<file path="src/rtl/rb_return_sched_pkg.sv">
`default_nettype none
// ============================================================================
// Module   : rb_return_sched_pkg
// Brief    : Shared memory-controller constants for read-data return.
// Revision : 1.0 - initial release
// ============================================================================
package rb_return_sched_pkg;

    localparam int c_NUM_REQ = 4;
    localparam int c_TAG_W   = 2;
    localparam int c_DATA_W  = 128;
    localparam int c_RB_W    = 144;

    localparam logic [1:0] c_ST_IDLE  = 2'd0;
    localparam logic [1:0] c_ST_XFER  = 2'd1;
    localparam logic [1:0] c_ST_FLUSH = 2'd2;

    function automatic logic [c_NUM_REQ-1:0] tag_onehot(input logic [c_TAG_W-1:0] tag);
        return {{(c_NUM_REQ-1){1'b0}}, 1'b1} << tag;
    endfunction

endpackage
`default_nettype wire

</file>
<file path="src/rtl/rb_tag_fifo.sv">
`default_nettype none
// ============================================================================
// Module   : rb_tag_fifo
// Brief    : Synchronous first-word-fall-through FIFO holding requester tags.
// Revision : 1.0 - initial release
// ============================================================================
module rb_tag_fifo #(
    parameter int DEPTH = 16,
    parameter int WIDTH = 2
) (
    input  logic                   clk,
    input  logic                   reset,
    input  logic                   push,
    input  logic [WIDTH-1:0]       push_data,
    input  logic                   pop,
    output logic [WIDTH-1:0]       pop_data,
    output logic                   full,
    output logic                   empty,
    output logic [$clog2(DEPTH):0] count
);

    localparam int PTR_W = (DEPTH > 1) ? $clog2(DEPTH) : 1;
    localparam int CNT_W = $clog2(DEPTH) + 1;
    localparam logic [PTR_W-1:0] c_LAST_PTR = PTR_W'(DEPTH - 1);

    logic [WIDTH-1:0] r_mem [DEPTH];
    logic [PTR_W-1:0] r_wr_ptr;
    logic [PTR_W-1:0] r_rd_ptr;
    logic [CNT_W-1:0] r_count;
    logic             w_push;
    logic             w_pop;

    assign w_push   = push & ~full;
    assign w_pop    = pop & ~empty;
    assign full     = (r_count == CNT_W'(DEPTH));
    assign empty    = (r_count == '0);
    assign count    = r_count;
    assign pop_data = r_mem[r_rd_ptr];

    always_ff @(posedge clk) begin
        if (w_push) begin
            r_mem[r_wr_ptr] <= push_data;
        end
    end

    always_ff @(posedge clk) begin
        if (reset) begin
            r_wr_ptr <= '0;
            r_rd_ptr <= '0;
            r_count  <= '0;
        end else begin
            if (w_push) begin
                r_wr_ptr <= (r_wr_ptr == c_LAST_PTR) ? '0 : r_wr_ptr + 1'b1;
            end
            if (w_pop) begin
                r_rd_ptr <= (r_rd_ptr == c_LAST_PTR) ? '0 : r_rd_ptr + 1'b1;
            end
            case ({w_push, w_pop})
                2'b10:   r_count <= r_count + 1'b1;
                2'b01:   r_count <= r_count - 1'b1;
                default: r_count <= r_count;
            endcase
        end
    end

endmodule
`default_nettype wire

</file>
<file path="src/rtl/rb_return_sched.sv">
`default_nettype none
// ============================================================================
// Module   : rb_return_sched
// Brief    : Returns read-buffer words to the requester owning each command.
// Revision : 1.0 - initial release
// ============================================================================
module rb_return_sched
    import rb_return_sched_pkg::*;
#(
    parameter int BEATS     = 2,
    parameter int TAG_DEPTH = 16,
    parameter int ERR_W     = 16
) (
    input  logic                       clk,
    input  logic                       reset,
    input  logic                       cmd_valid,
    input  logic [c_TAG_W-1:0]         cmd_tag,
    output logic                       cmd_ready,
    input  logic [c_RB_W-1:0]          rb_rd,
    input  logic                       rb_empty,
    input  logic                       rb_single_error,
    input  logic                       rb_double_error,
    output logic                       rb_rden,
    output logic [c_DATA_W-1:0]        ret_data,
    output logic [c_NUM_REQ-1:0]       ret_valid,
    output logic                       ret_last,
    output logic                       ret_err,
    input  logic [c_NUM_REQ-1:0]       ret_ready,
    output logic [ERR_W-1:0]           se_count,
    output logic                       de_flag,
    output logic                       orphan,
    output logic [$clog2(TAG_DEPTH):0] outstanding
);

    localparam int BEAT_W = (BEATS > 1) ? $clog2(BEATS) : 1;
    localparam int CNT_W  = $clog2(TAG_DEPTH) + 1;
    localparam logic [BEAT_W-1:0] c_LAST_BEAT = BEAT_W'(BEATS - 1);

    logic [1:0]         r_state;
    logic [BEAT_W-1:0]  r_beat;
    logic [c_TAG_W-1:0] r_out_tag;
    logic [c_TAG_W-1:0] w_head_tag;
    logic [CNT_W-1:0]   w_count;
    logic               w_tag_full;
    logic               w_tag_empty;
    logic               w_push;
    logic               w_rden;
    logic               w_last_beat;
    logic               w_tag_pop;
    logic               w_out_free;
    logic               w_more;
    logic               w_unused_rb;

    assign w_unused_rb = ^rb_rd[c_RB_W-1:c_DATA_W];

    assign cmd_ready   = ~reset & ~w_tag_full;
    assign w_push      = cmd_valid & cmd_ready;
    // Output stage frees on its own requester's ready, so a pending last beat
    // of one command is never overwritten by the next command's first beat.
    assign w_out_free  = (ret_valid == '0) | ret_ready[r_out_tag];
    assign w_last_beat = (r_beat == c_LAST_BEAT);
    assign w_tag_pop   = (r_state == c_ST_XFER) & w_rden & w_last_beat;
    assign w_more      = (w_count > CNT_W'(1)) | w_push;
    assign rb_rden     = w_rden;
    assign outstanding = w_count;

    always_comb begin
        w_rden = 1'b0;
        if (!reset) begin
            case (r_state)
                c_ST_XFER:  w_rden = ~rb_empty & w_out_free;
                c_ST_FLUSH: w_rden = ~rb_empty;
                default:    w_rden = 1'b0;
            endcase
        end
    end

    rb_tag_fifo #(
        .DEPTH (TAG_DEPTH),
        .WIDTH (c_TAG_W)
    ) u_tag_fifo (
        .clk       (clk),
        .reset     (reset),
        .push      (w_push),
        .push_data (cmd_tag),
        .pop       (w_tag_pop),
        .pop_data  (w_head_tag),
        .full      (w_tag_full),
        .empty     (w_tag_empty),
        .count     (w_count)
    );

    always_ff @(posedge clk) begin
        if (reset) begin
            r_state   <= c_ST_IDLE;
            r_beat    <= '0;
            r_out_tag <= '0;
            ret_data  <= '0;
            ret_valid <= '0;
            ret_last  <= 1'b0;
            ret_err   <= 1'b0;
            se_count  <= '0;
            de_flag   <= 1'b0;
            orphan    <= 1'b0;
        end else begin
            case (r_state)
                c_ST_IDLE: begin
                    if (!w_tag_empty) begin
                        r_state <= c_ST_XFER;
                    end else if (!rb_empty) begin
                        r_state <= c_ST_FLUSH;
                    end
                end
                c_ST_XFER: begin
                    if (w_rden) begin
                        if (w_last_beat) begin
                            r_beat <= '0;
                            if (!w_more) begin
                                r_state <= c_ST_IDLE;
                            end
                        end else begin
                            r_beat <= r_beat + 1'b1;
                        end
                    end
                end
                c_ST_FLUSH: begin
                    if (rb_empty) begin
                        r_state <= c_ST_IDLE;
                    end
                end
                default: r_state <= c_ST_IDLE;
            endcase

            if (w_rden && (r_state == c_ST_XFER)) begin
                ret_data  <= rb_rd[c_DATA_W-1:0];
                ret_valid <= tag_onehot(w_head_tag);
                r_out_tag <= w_head_tag;
                ret_last  <= w_last_beat;
                ret_err   <= rb_double_error;
            end else if (w_out_free) begin
                ret_valid <= '0;
                ret_last  <= 1'b0;
                ret_err   <= 1'b0;
            end

            if (w_rden) begin
                if (rb_single_error && (se_count != '1)) begin
                    se_count <= se_count + 1'b1;
                end
                if (rb_double_error) begin
                    de_flag <= 1'b1;
                end
                if (r_state == c_ST_FLUSH) begin
                    orphan <= 1'b1;
                end
            end
        end
    end

endmodule
`default_nettype wire

</file>
<file path="config.mk">
export PLATFORM = sky130hd
export DESIGN_NAME = rb_return_sched
export DESIGN_NICKNAME = d
export VERILOG_FILES = /design/src/rtl/rb_return_sched_pkg.sv /design/src/rtl/rb_tag_fifo.sv /design/src/rtl/rb_return_sched.sv
export SDC_FILE = /design/constraint.sdc
export NUM_CORES = 1
export LEC_CHECK = 0
export CORE_AREA = 2 2 123 125
export CTS_CLUSTER_DIAMETER = 80
export DETAILED_ROUTE_END_ITERATION = 7
export DIE_AREA = 0 0 125 127
export DONT_BUFFER_PORTS = 1
export PLACE_DENSITY = 0.72
export SLEW_MARGIN = 20
export SYNTH_ARGS = -nofsm -noshare
export SYNTH_HDL_FRONTEND = slang
export SYNTH_HIERARCHICAL = 1
export SYNTH_SLANG_ARGS = --single-unit
</file>
<file path="constraint.sdc">
create_clock -name clk -period 3.1 [get_ports clk]
set_clock_uncertainty 0.1 [all_clocks]
set_input_delay 0.465 -clock clk [delete_from_list [all_inputs] [get_ports clk]]
set_output_delay 0.465 -clock clk [all_outputs]
set_load 0.01 [all_outputs]
</file>
==> results.md, run 1 <==
* Run status: finished clean
* Seq/Total Area, Yosys at 0.546
* Type of the worst setup path: flop to flop
* Post-Syn Instances at 891
* Setup TNS Final at 0 ns
* Worst vdd ir at ~0.37 mV
* Synthesized area per cell at around 9.1 sq um
* Share of layout cells above drive strength 1 at 0.0998
* Ys flop type: dfxtp_1
* Rel. slew slack at 0.533
* Clock Power Share at 0.458
* CORE AREA at 14400 sq um
* Vias in the first global route at ~6300
* Vias/cell at roughly 6
* WL met3 at 1.62 mm
* Initial Utilization at 0.564
* Worst-Skew Late Latency at around 0.49 ns
* CTS Buf Count at 21
* Switching Fraction at 0.214
* Combinational Power Share at 0.047
* Met2 WL post-DR at 11.0 mm
* Cell area after layout at 9360 sq um
* Gpl congestion at around 0.80
* Routed WL at 21.6 mm
* Area leader, netlist: dfxtp_1
* TritonCTS clock tree: built
* CTS max path bufs at 3
* Number of hold violations in the final report at 0
* Fillers at 1153
* Largest net degree at the start of global routing at 143
* Total gr overflow at 0
* CP Data Arrival Time at around 3.2 ns
* Final std cells w/o fill at 1106
* Synth Cell Area at 8140 sq um
* Worst setup EP type: flop
* Clock Pin Slew Worst Setup and Hold Paths at 0.06 ns
* Top cell type's share of synthesized area at 0.428
* Die area at roughly 16000 sq um
* Placed Cells at between 1000 and 1500
* # Max-Cap Violations at 0
* CTS sink cnt at approximately 210
* Initial DRC count at around 350
* Internal power at approximately 4400 uW
* Data required, critical path at roughly 3.4 ns
* DRC Markers at 0
* YS warnings at 6
* GRT Total Usage at 0.252
* Leakage at roughly 0.0031 uW
* Minimum clock period at between 2 and 3 ns
* Sequential power share at 0.495
* Dpl hpwl at between 10 and 15 mm
* Slew @ Worst Pin at 0.701 ns
* Ranking of synthesized cells by area: dfxtp_1, nand2_1, edfxtp_1
* Post-synth EDFFs at 32
* Pins Over Slew Limit at 0
* Class of the worst hold path: input port to flop
* Synthesized net count at approximately 1100
* # diodes at 0
* Die H at 127 um
* Top layer used by detailed routing: met4
* Wire per inst at around 20 um
* Via Count at 6494
* Post-DP Area at around 8300 sq um
* Initial antenna violation count at 0
* NumNets Final at between 1000 and 1500
* Seq cells post-synth at around 200
* CP Max Fanout at 3
* Area Overhead vs Synth at 15.0%
* First-pass GRT wire length at between 30 and 40 mm
* Clk root buf: clkbuf_16
* Multi-input gate area at 3390 sq um
* Metal-1 WL at ~8 mm
* FP Rows at between 40 and 50
* Switching component of the power at roughly 1200 uW
* CTS H-tree lvls at 1
* Startpoint Class: flop
* Fin crit share at 0.951
* Max frequency at 339 MHz
* DR pass1 iterations at 5
* DIE WIDTH at ~130 um
* Async S/R FF share, synth at 0
* IO Port Bufs at 0
* Register area at roughly 4400 sq um
* Power per Cell Area at 597 nW/um^2
* PnR worst setup slack at approximately 0.15 ns
* I/O Pins at 315
* Synth cell types at 60
* Setup-failing EPs final at 0
* Antenna-violating nets left at 0
* Setup Slack @ Placement at between 0.04 and 0.05 ns
## worst max-delay path: stages (launching register included)
cell and delay, ns:
dfxtp_2 0.35, mux4_2 0.56, nor3_4 0.25, nor2_4 0.06, and2_4 0.15, o21ai_4 0.07, inv_2 0.07, ha_4 0.16
xor2_1 0.16, ha_2 0.21, and3b_1 0.16, o21ai_1 0.06, a31oi_1 0.15, mux2_2 0.35
## through the flow
| stage | hold WS (ns) | util | power, uW |
|---|---|---|---|
| 2_1_floorplan | 0.341 | - | 2990 |
| 3_3_place_gp | 0.352 | 0.573 | 3000 |
| 3_5_place_dp | 0.378 | 0.573 | 3010 |
| 4_1_cts | 0.0000560 | 0.647 | 5640 |
| 5_1_grt | 0.00268 | 0.649 | 5760 |
| 6_report | 0.0141 | 0.649 | 5590 |
## registers in the layout, summed over array words and instances, names as in the netlist, named ones only
name                 flops
r_state                  2
r_beat                   1
ret_data               128
r_out_tag                2
de_flag                  1
ret_last                 1
u_tag_fifo/count         5
u_tag_fifo/r_rd_ptr      4
u_tag_fifo/r_mem        32
se_count                16
ret_valid                4
u_tag_fifo/r_wr_ptr      4
orphan                   1
ret_err                  1
## area by class of cell
type / instances / share of cell area
timing repair buffer: 56 / 0.0595
clock buffer: 27 / 0.0608
tap: 184 / 0.0246
clock inverter: 8 / 0.0134
sequential: 206 / 0.475
inverter: 12 / 0.00481
multi-input combinational: 613 / 0.362
## cell usage in the layout, fill, tap and decap left out, types with 4 or more instances in the layout
cell type      count
buf_4             17
o21ai_0            9
mux2_2             4
nor4b_1            5
dfxtp_1          171
nand2_1          278
clkbuf_16         22
nand3_1            4
o311ai_0           5
a21oi_1          149
nor4_1             4
nand4_1            7
edfxtp_1          32
ha_1              10
inv_1             11
dlygate4sd3_1     35
xor2_1             6
mux4_2            11
o41ai_1            6
and2_1            13
nor2_1            23
o31ai_1            4
nor2b_1            7
clkbuf_1           5
## cell usage after synthesis (all sizes together), types with 4 or more instances
cell type and count:
nand3 4, nor2 26, o31ai 4, dfxtp 174
nor2b 7, mux2 4, nor4 5, nor4b 5
ha 12, nand4 7, nand2 279, xor2 6
clkbuf 27, edfxtp 32, inv 12, o311ai 5
o41ai 6, and2 15, a21oi 149, buf 34
o21ai 14, nor3 4, mux4 11, or4 4
## power groups by stage
stage | Clock [uW] | Combinational [uW] | Sequential, uW
after floorplan | 0 | 172 | 2820
after global placement | 0 | 176 | 2820
after detailed placement | 0 | 190 | 2820
after CTS | 2610 | 257 | 2760
after global routing | 2710 | 286 | 2770
final | 2560 | 262 | 2770
## logic make-up (layout without fill, tap and decap cells)
logic type | after synthesis | count (layout) | synth area share
xor+xnor | 7 | 7 | 0.00753
mux | 18 | 18 | 0.0397
simple gates | 377 | 378 | 0.204
buf+inv | 73 | 103 | 0.0446
flops | 206 | 206 | 0.546
compound gates | 198 | 198 | 0.140
fa+ha+maj | 12 | 12 | 0.0184
## final timing paths
path / startpoint / end / slack (ns) / depth (start not counted)
worst min-delay path: rb_rd[90] / ret_data[90] / 0.01 / 2
worst max-delay path: r_out_tag[0] / u_tag_fifo/count[4] / 0.15 / 13
worst min register to register: r_out_tag[0] / r_out_tag[0] / 0.38 / 2
worst max register to register: r_out_tag[0] / u_tag_fifo/count[4] / 0.15 / 13
## timing repair
| item | 4_1_cts | 5_1_grt |
|---|---|---|
| gates resized for setup | 0 | 4 |
| hold endpoints to repair | 188 | 1 |
| hold buffers | 35 | 1 |
| setup endpoints to repair | 0 | 16 |
| buffers inserted | 0 | 1 |
## metal layers
layer	vias to the layer above	global-route usage
met4	0	0.107
met3	61	0.0641
met5	-	0
li1	3085	-
met1	3043	0.285
met2	305	0.455
No activity file was read; power rests on OpenSTA's default activity.
==> inputs of run 2 (changes only) <==
--- a/config.mk
+++ b/config.mk
@@ -5,12 +5,12 @@
 export SDC_FILE = /design/constraint.sdc
 export NUM_CORES = 1
 export LEC_CHECK = 0
-export CORE_AREA = 2 2 123 125
+export CORE_AREA = 2 2 146 148
 export CTS_CLUSTER_DIAMETER = 80
 export DETAILED_ROUTE_END_ITERATION = 7
-export DIE_AREA = 0 0 125 127
-export DONT_BUFFER_PORTS = 1
-export PLACE_DENSITY = 0.72
+export DIE_AREA = 0 0 148 150
+export GPL_ROUTABILITY_DRIVEN = 0
+export PLACE_DENSITY = 0.74
 export SLEW_MARGIN = 20
 export SYNTH_ARGS = -nofsm -noshare
 export SYNTH_HDL_FRONTEND = slang
==> results.md, run 2 (synthesis gave the netlist of run 1 again) <==
* Crit. path cell count at 14
* Die area at about 22000 sq um
* Pins Over Slew Limit at 0
* # Max-Cap Violations at 0
* Most frequent cells in the layout: clkdlybuf4s50_1, nand2_1, dfxtp_1, a21oi_1, edfxtp_1
* DIE WIDTH at between 100 and 150 um
* Worst vdd ir at 0.488 mV
* Minimum clock period at around 3 ns
* Hold path cells at 3
* Initial Utilization at 0.393
* I/O Pins at 315
* Cell area after layout at about 12000 sq um
* Antenna-violating nets left at 0
* Register area at ~4400 sq um
* Top flop regs: ret_data: 128 flops, u_tag_fifo/r_mem: 32 flops, se_count: 16 flops
* Routed WL at about 24 mm
* CTS max path bufs at 3
* Power per Cell Area at 490 nW/um^2
* CTS H-tree lvls at 1
* Setup-failing EPs final at 0
* Post-DP Area at 11400 sq um
* Vias/cell at ~5
* Largest net degree at the start of global routing at 86
* Multi-input gate area at roughly 3400 sq um
* IO Port Bufs at between 200 and 300
* Initial DRC count at between 300 and 400
* Share of layout cells above drive strength 1 at 0.0876
* Worst reg2reg path depth at 13
* Data required, critical path at between 3 and 4 ns
* Clock Pin Slew Worst Setup and Hold Paths at 0.06 ns
* CP cell instances: clkdlybuf4s50_1 -> mux4_2 -> nor3_4 -> nor2_4 -> and2_4 -> o21ai_4 -> inv_2 -> ha_4 -> xor2_1 -> ha_2 -> and3b_1 -> o21ai_1 -> a31oi_1 -> mux2_2
* # diodes at 0
* GRT Total Usage at 0.200
* Sequential power share at 0.461
* Initial antenna violation count at 1
* Worst-Skew Late Latency at roughly 0.51 ns
* Crit-path slowest cell: mux4_2
* Vias in the first global route at 6667
* Number of hold violations in the final report at 0
* Clock Power Share at 0.464
* Register with the most flip-flops: ret_data
* Area Overhead vs Synth at 50.1%
* Unrepaired setup endpoints after global routing: yes
* Fillers at between 1500 and 2000
* DR pass1 iterations at 5
* Class of the worst hold path: input port to flop
* Combinational Power Share at 0.076
* Setup TNS Final at 0 ns
* Fin crit share at 0.972
* Slew @ Worst Pin at roughly 0.92 ns
* Via Count at between 7000 and 8000
* Worst setup EP type: flop
* Internal power at approximately 4700 uW
* NumNets Final at about 1400
* Total gr overflow at 0
* FP Rows at 53
* Dpl hpwl at between 15 and 20 mm
* Leakage at 0.00413 uW
* Die H at about 150 um
* CTS Buf Count at 23
* DRC Markers at 0
* Run status: finished clean
* Max frequency at around 330 MHz
* Clk root buf: clkbuf_16
* Post-CTS Setup Bufs at 0
* Rel. slew slack at 0.387
* Switching Fraction at 0.218
* First-pass GRT wire length at 36.0 mm
* CP Max Fanout at 3
* Wire per inst at about 16 um
* Startpoint Class: input port
* Crit path buffers/inverters at 2
* Switching component of the power at ~1300 uW
* TritonCTS clock tree: built
* CTS sink cnt at slightly above 200
* Crit-path leading delay family: multiplexers
* Type of the worst setup path: input port to flop
* Most common cell after layout, fill and taps aside: clkdlybuf4s50_1
* Slowest cell delay on critical path at approximately 0.53 ns
* CP Data Arrival Time at 3.31 ns
* CORE AREA at 20700 sq um
* Max FFs per register at between 100 and 150
-- run 2: changes by cell type in the layout (fill, tap and decap cells not counted), moves of 6 or more --
cell             before  now
buf_4                17   28
clkbuf_8              0    6
clkdlybuf4s50_1       0  296
dlygate4sd3_1        35    0
-- run 2: tightest hold or removal path: stages --
cell	delay, ns
buf_4	0.13
buf_4	0.25
a21oi_1	0.06
-- run 2: layer usage --
layer / vias to the layer above / wire length [um] / track usage
met4: 0 / 674 / 0.0638
met3: 48 / 1820 / 0.0494
met2: 263 / 11700 / 0.341
met5: - / 0 / 0
li1: 3623 / - / -
met1: 3427 / 9850 / 0.251
-- run 2: layout make-up --
type                       count  area share
timing repair buffer         327       0.264
sequential                   206       0.364
clock buffer                  34      0.0554
tap                          275      0.0282
inverter                      12     0.00369
clock inverter                 8     0.00819
multi-input combinational    612       0.277
-- run 2: worst paths after layout --
path | from | end | slack (ns)
worst max-delay path | ret_ready[2] | u_tag_fifo/count[4] | 0.09
worst min-delay path | reset | ret_data[73] | 0.34
worst max register to register | r_out_tag[0] | u_tag_fifo/count[4] | 0.14
worst min register to register | ret_data[93] | ret_data[93] | 0.35
-- run 2: stage by stage --
step	total power (uW)	utilization	hold WS [ns]	setup slack, ns	instances
after detailed placement	3270	0.553	0.346	-0.397	1432
after global placement	3260	0.553	0.340	-0.349	1432
final	5980	0.590	0.340	0.0880	1474
after floorplan	2990	-	0.341	-0.0143	891
after CTS	6060	0.590	0.305	0.155	1474
after global routing	6200	0.590	0.327	-0.00136	1474
-- run 2: what timing repair did --
| action | 4_1_cts | 5_1_grt |
|---|---|---|
| setup endpoints to repair | 1 | 1 |
| pin swaps | 1 | 0 |
| resized for setup | 1 | 1 |
| hold buffers | 0 | 0 |
-- run 2: power groups by stage --
stage	Clock (uW)	Sequential (uW)	Combinational [uW]
CTS	2850	2760	454
finish	2770	2760	453
global route	2950	2760	492
floorplan	0	2820	172
global placement	0	2810	450
detailed placement	0	2810	452
==> inputs of run 3 (changes only) <==
--- a/config.mk
+++ b/config.mk
@@ -5,10 +5,10 @@
 export SDC_FILE = /design/constraint.sdc
 export NUM_CORES = 1
 export LEC_CHECK = 0
-export CORE_AREA = 2 2 146 148
+export CORE_AREA = 3 3 147 149
 export CTS_CLUSTER_DIAMETER = 80
 export DETAILED_ROUTE_END_ITERATION = 7
-export DIE_AREA = 0 0 148 150
+export DIE_AREA = 0 0 150 152
 export GPL_ROUTABILITY_DRIVEN = 0
 export PLACE_DENSITY = 0.74
 export SLEW_MARGIN = 20
==> constraint.sdc (replaced) <==
create_clock -name clk -period 3.1 [get_ports clk]
set_clock_uncertainty 0.1 [all_clocks]
set_input_delay 0.31 -clock clk [delete_from_list [all_inputs] [get_ports clk]]
set_output_delay 0.31 -clock clk [all_outputs]
set_load 0.01 [all_outputs]
==> results.md, run 3 (synthesis gave the netlist of run 1 again) <==
* Most frequent cells in the layout: clkdlybuf4s50_1, nand2_1, dfxtp_1, a21oi_1, edfxtp_1
* Share of layout cells above drive strength 1 at 0.0837
* Pins Over Slew Limit at 0
* IO Port Bufs at around 300
* Type of the worst setup path: flop to flop
* CTS sink cnt at 206
* CTS Buf Count at 23
* Largest net degree at the start of global routing at 165
* CP Data Arrival Time at about 3.3 ns
* Vias/cell at between 5 and 6
* # Max-Cap Violations at 0
* Final Util at 0.600
* Dpl hpwl at 17.0 mm
* Number of hold violations in the final report at 0
* Max FFs per register at ~130
* Tot Pwr at between 5000 and 6000 uW
* CTS H-tree lvls at 1
* Worst reg2reg path depth at 13
* FF-to-FF Start: r_out_tag[0]
* Startpoint Class: flop
* CP cell instances: mux4_2 -> nor3_4 -> nor2_4 -> and2_4 -> o21ai_4 -> inv_1 -> ha_4 -> xor2_1 -> ha_2 -> and3b_1 -> o21ai_0 -> a31oi_1 -> mux2_2
* Unrepaired setup endpoints after global routing: yes
* DRC Markers at 0
* Run status: finished clean
* R2R Setup Slk at 0.06 ns
* CORE AREA at 20300 sq um
* Minimum clock period at a little over 3 ns
* Slowest cell delay on critical path at roughly 0.55 ns
* CTS max path bufs at 3
* Clk root buf: clkbuf_16
* WHS at between 0.2 and 0.3 ns
* Initial DRC count at approximately 340
* NumNets Final at 1347
* Slew @ Worst Pin at 0.772 ns
* Worst r2r dst: u_tag_fifo/count[4]
* Leakage at 0.00412 uW
* Area Overhead vs Synth at 49.7%
* Rel. slew slack at 0.485
* Via Count at about 7400
* GRT Total Usage at 0.203
* Fin crit share at 0.979
* Power per Cell Area at 491 nW/um^2
* Antenna-violating nets left at 0
* Max frequency at between 300 and 400 MHz
* Worst Setup SP: r_out_tag[0]
* Crit-path slowest cell: mux4_2
* Wire per inst at about 17 um
* Worst-Skew Late Latency at around 0.49 ns
* Most common cell after layout, fill and taps aside: clkdlybuf4s50_1
* DIE WIDTH at about 150 um
* Final std cells w/o fill at 1467
* I/O Pins at 315
* Vias in the first global route at about 6900
* Class of the worst hold path: input port to flop
* Routed WL at about 24 mm
* CTS hold repair buffers at 0
* PnR worst setup slack at roughly 0.064 ns
* Clock Pin Slew Worst Setup and Hold Paths at 0.06 ns
* FP Rows at 52
* First-pass GRT wire length at 37.8 mm
* Die area at about 23000 sq um
* Data required, critical path at ~3.4 ns
* Die H at approximately 150 um
* Register with the most flip-flops: ret_data
* Total gr overflow at 0
* Critical Path End: u_tag_fifo/count[4]
* Setup Slack @ Placement at -0.342 ns
* TritonCTS clock tree: built
* Worst vdd ir at between 0.3 and 0.4 mV
* CP Max Fanout at 3
* Placed Cells at around 1400
* DR pass1 iterations at 4
* Top flop regs: ret_data: 128 flops, u_tag_fifo/r_mem: 32 flops, se_count: 16 flops
* Initial antenna violation count at 2
* Setup-failing EPs final at 0
* Initial Utilization at 0.401
* Worst setup EP type: flop
## run 3: cell types whose count changed in the layout (fill, tap and decap cells not counted), sizes merged
cell	delta
clkbuf	-5
bufinv	+2
clkinvlp	-1
clkinv	+4
buf	-3
dlymetal6s2s	+1
diode	+2
inv	-1
dlygate4sd2	-1
## run 3: how the worst min path moves through the flow
stage / slack [ns] / cells after the start / start / endpoint
CTS: 0.24 / 3 / rb_rd[93] / ret_data[93]
floorplan: 0.28 / 1 / reset / u_tag_fifo/r_wr_ptr[3]
global placement: 0.34 / 2 / ret_data[72] / ret_data[72]
finish: 0.26 / 3 / rb_rd[79] / ret_data[79]
detailed placement: 0.35 / 2 / ret_data[109] / ret_data[109]
global route: 0.26 / 3 / rb_rd[11] / ret_data[11]
## run 3: power breakdown
| group | switching (uW) | internal (uW) |
|---|---|---|
| Sequential | 16.2 | 2740 |
| Clock | 1060 | 1710 |
| Combinational | 197 | 260 |
| Total | 1270 | 4710 |
## run 3: area by class of cell
cell class                 instances  area (sq um)
sequential                       206          4450
fill                            1811          8110
clock inverter                    12           156
inverter                          12          45.0
timing repair buffer             324          3210
clock buffer                      29           608
antenna                            2          5.00
multi-input combinational        612          3380
tap                              270           338
## run 3: worst max-delay path, delay by kind of cell (launching register included)
family / cells / cell delay (ns)
flip-flops: 1 / 0.34
AO/OA/AOI/OAI: 3 / 0.32
buffers and inverters: 1 / 0.09
adder cells (fa/ha/maj): 2 / 0.38
AND/OR/NAND/NOR: 4 / 0.61
XOR/XNOR: 1 / 0.16
multiplexers: 2 / 0.92
## run 3: through the flow
stage / TNS [ns] / cell area [sq um]
floorplan: 0 / 8200
global placement: -0.442 / 11400
global route: -0.0814 / 12200
finish: 0 / 12200
CTS: 0 / 12200
detailed placement: -0.559 / 11400
## run 3: metal layers
layer,global-route usage,share of wire
met4,0.0614,0.024
met3,0.0465,0.076
met1,0.258,0.41
met5,0,0
met2,0.341,0.49
## run 3: timing repair
item / in CTS / in global routing
pin swaps: 2 / 2
gates cloned: 0 / 0
setup endpoints to repair: 1 / 51
resized for setup: 2 / 5
buffers inserted: 1 / 0
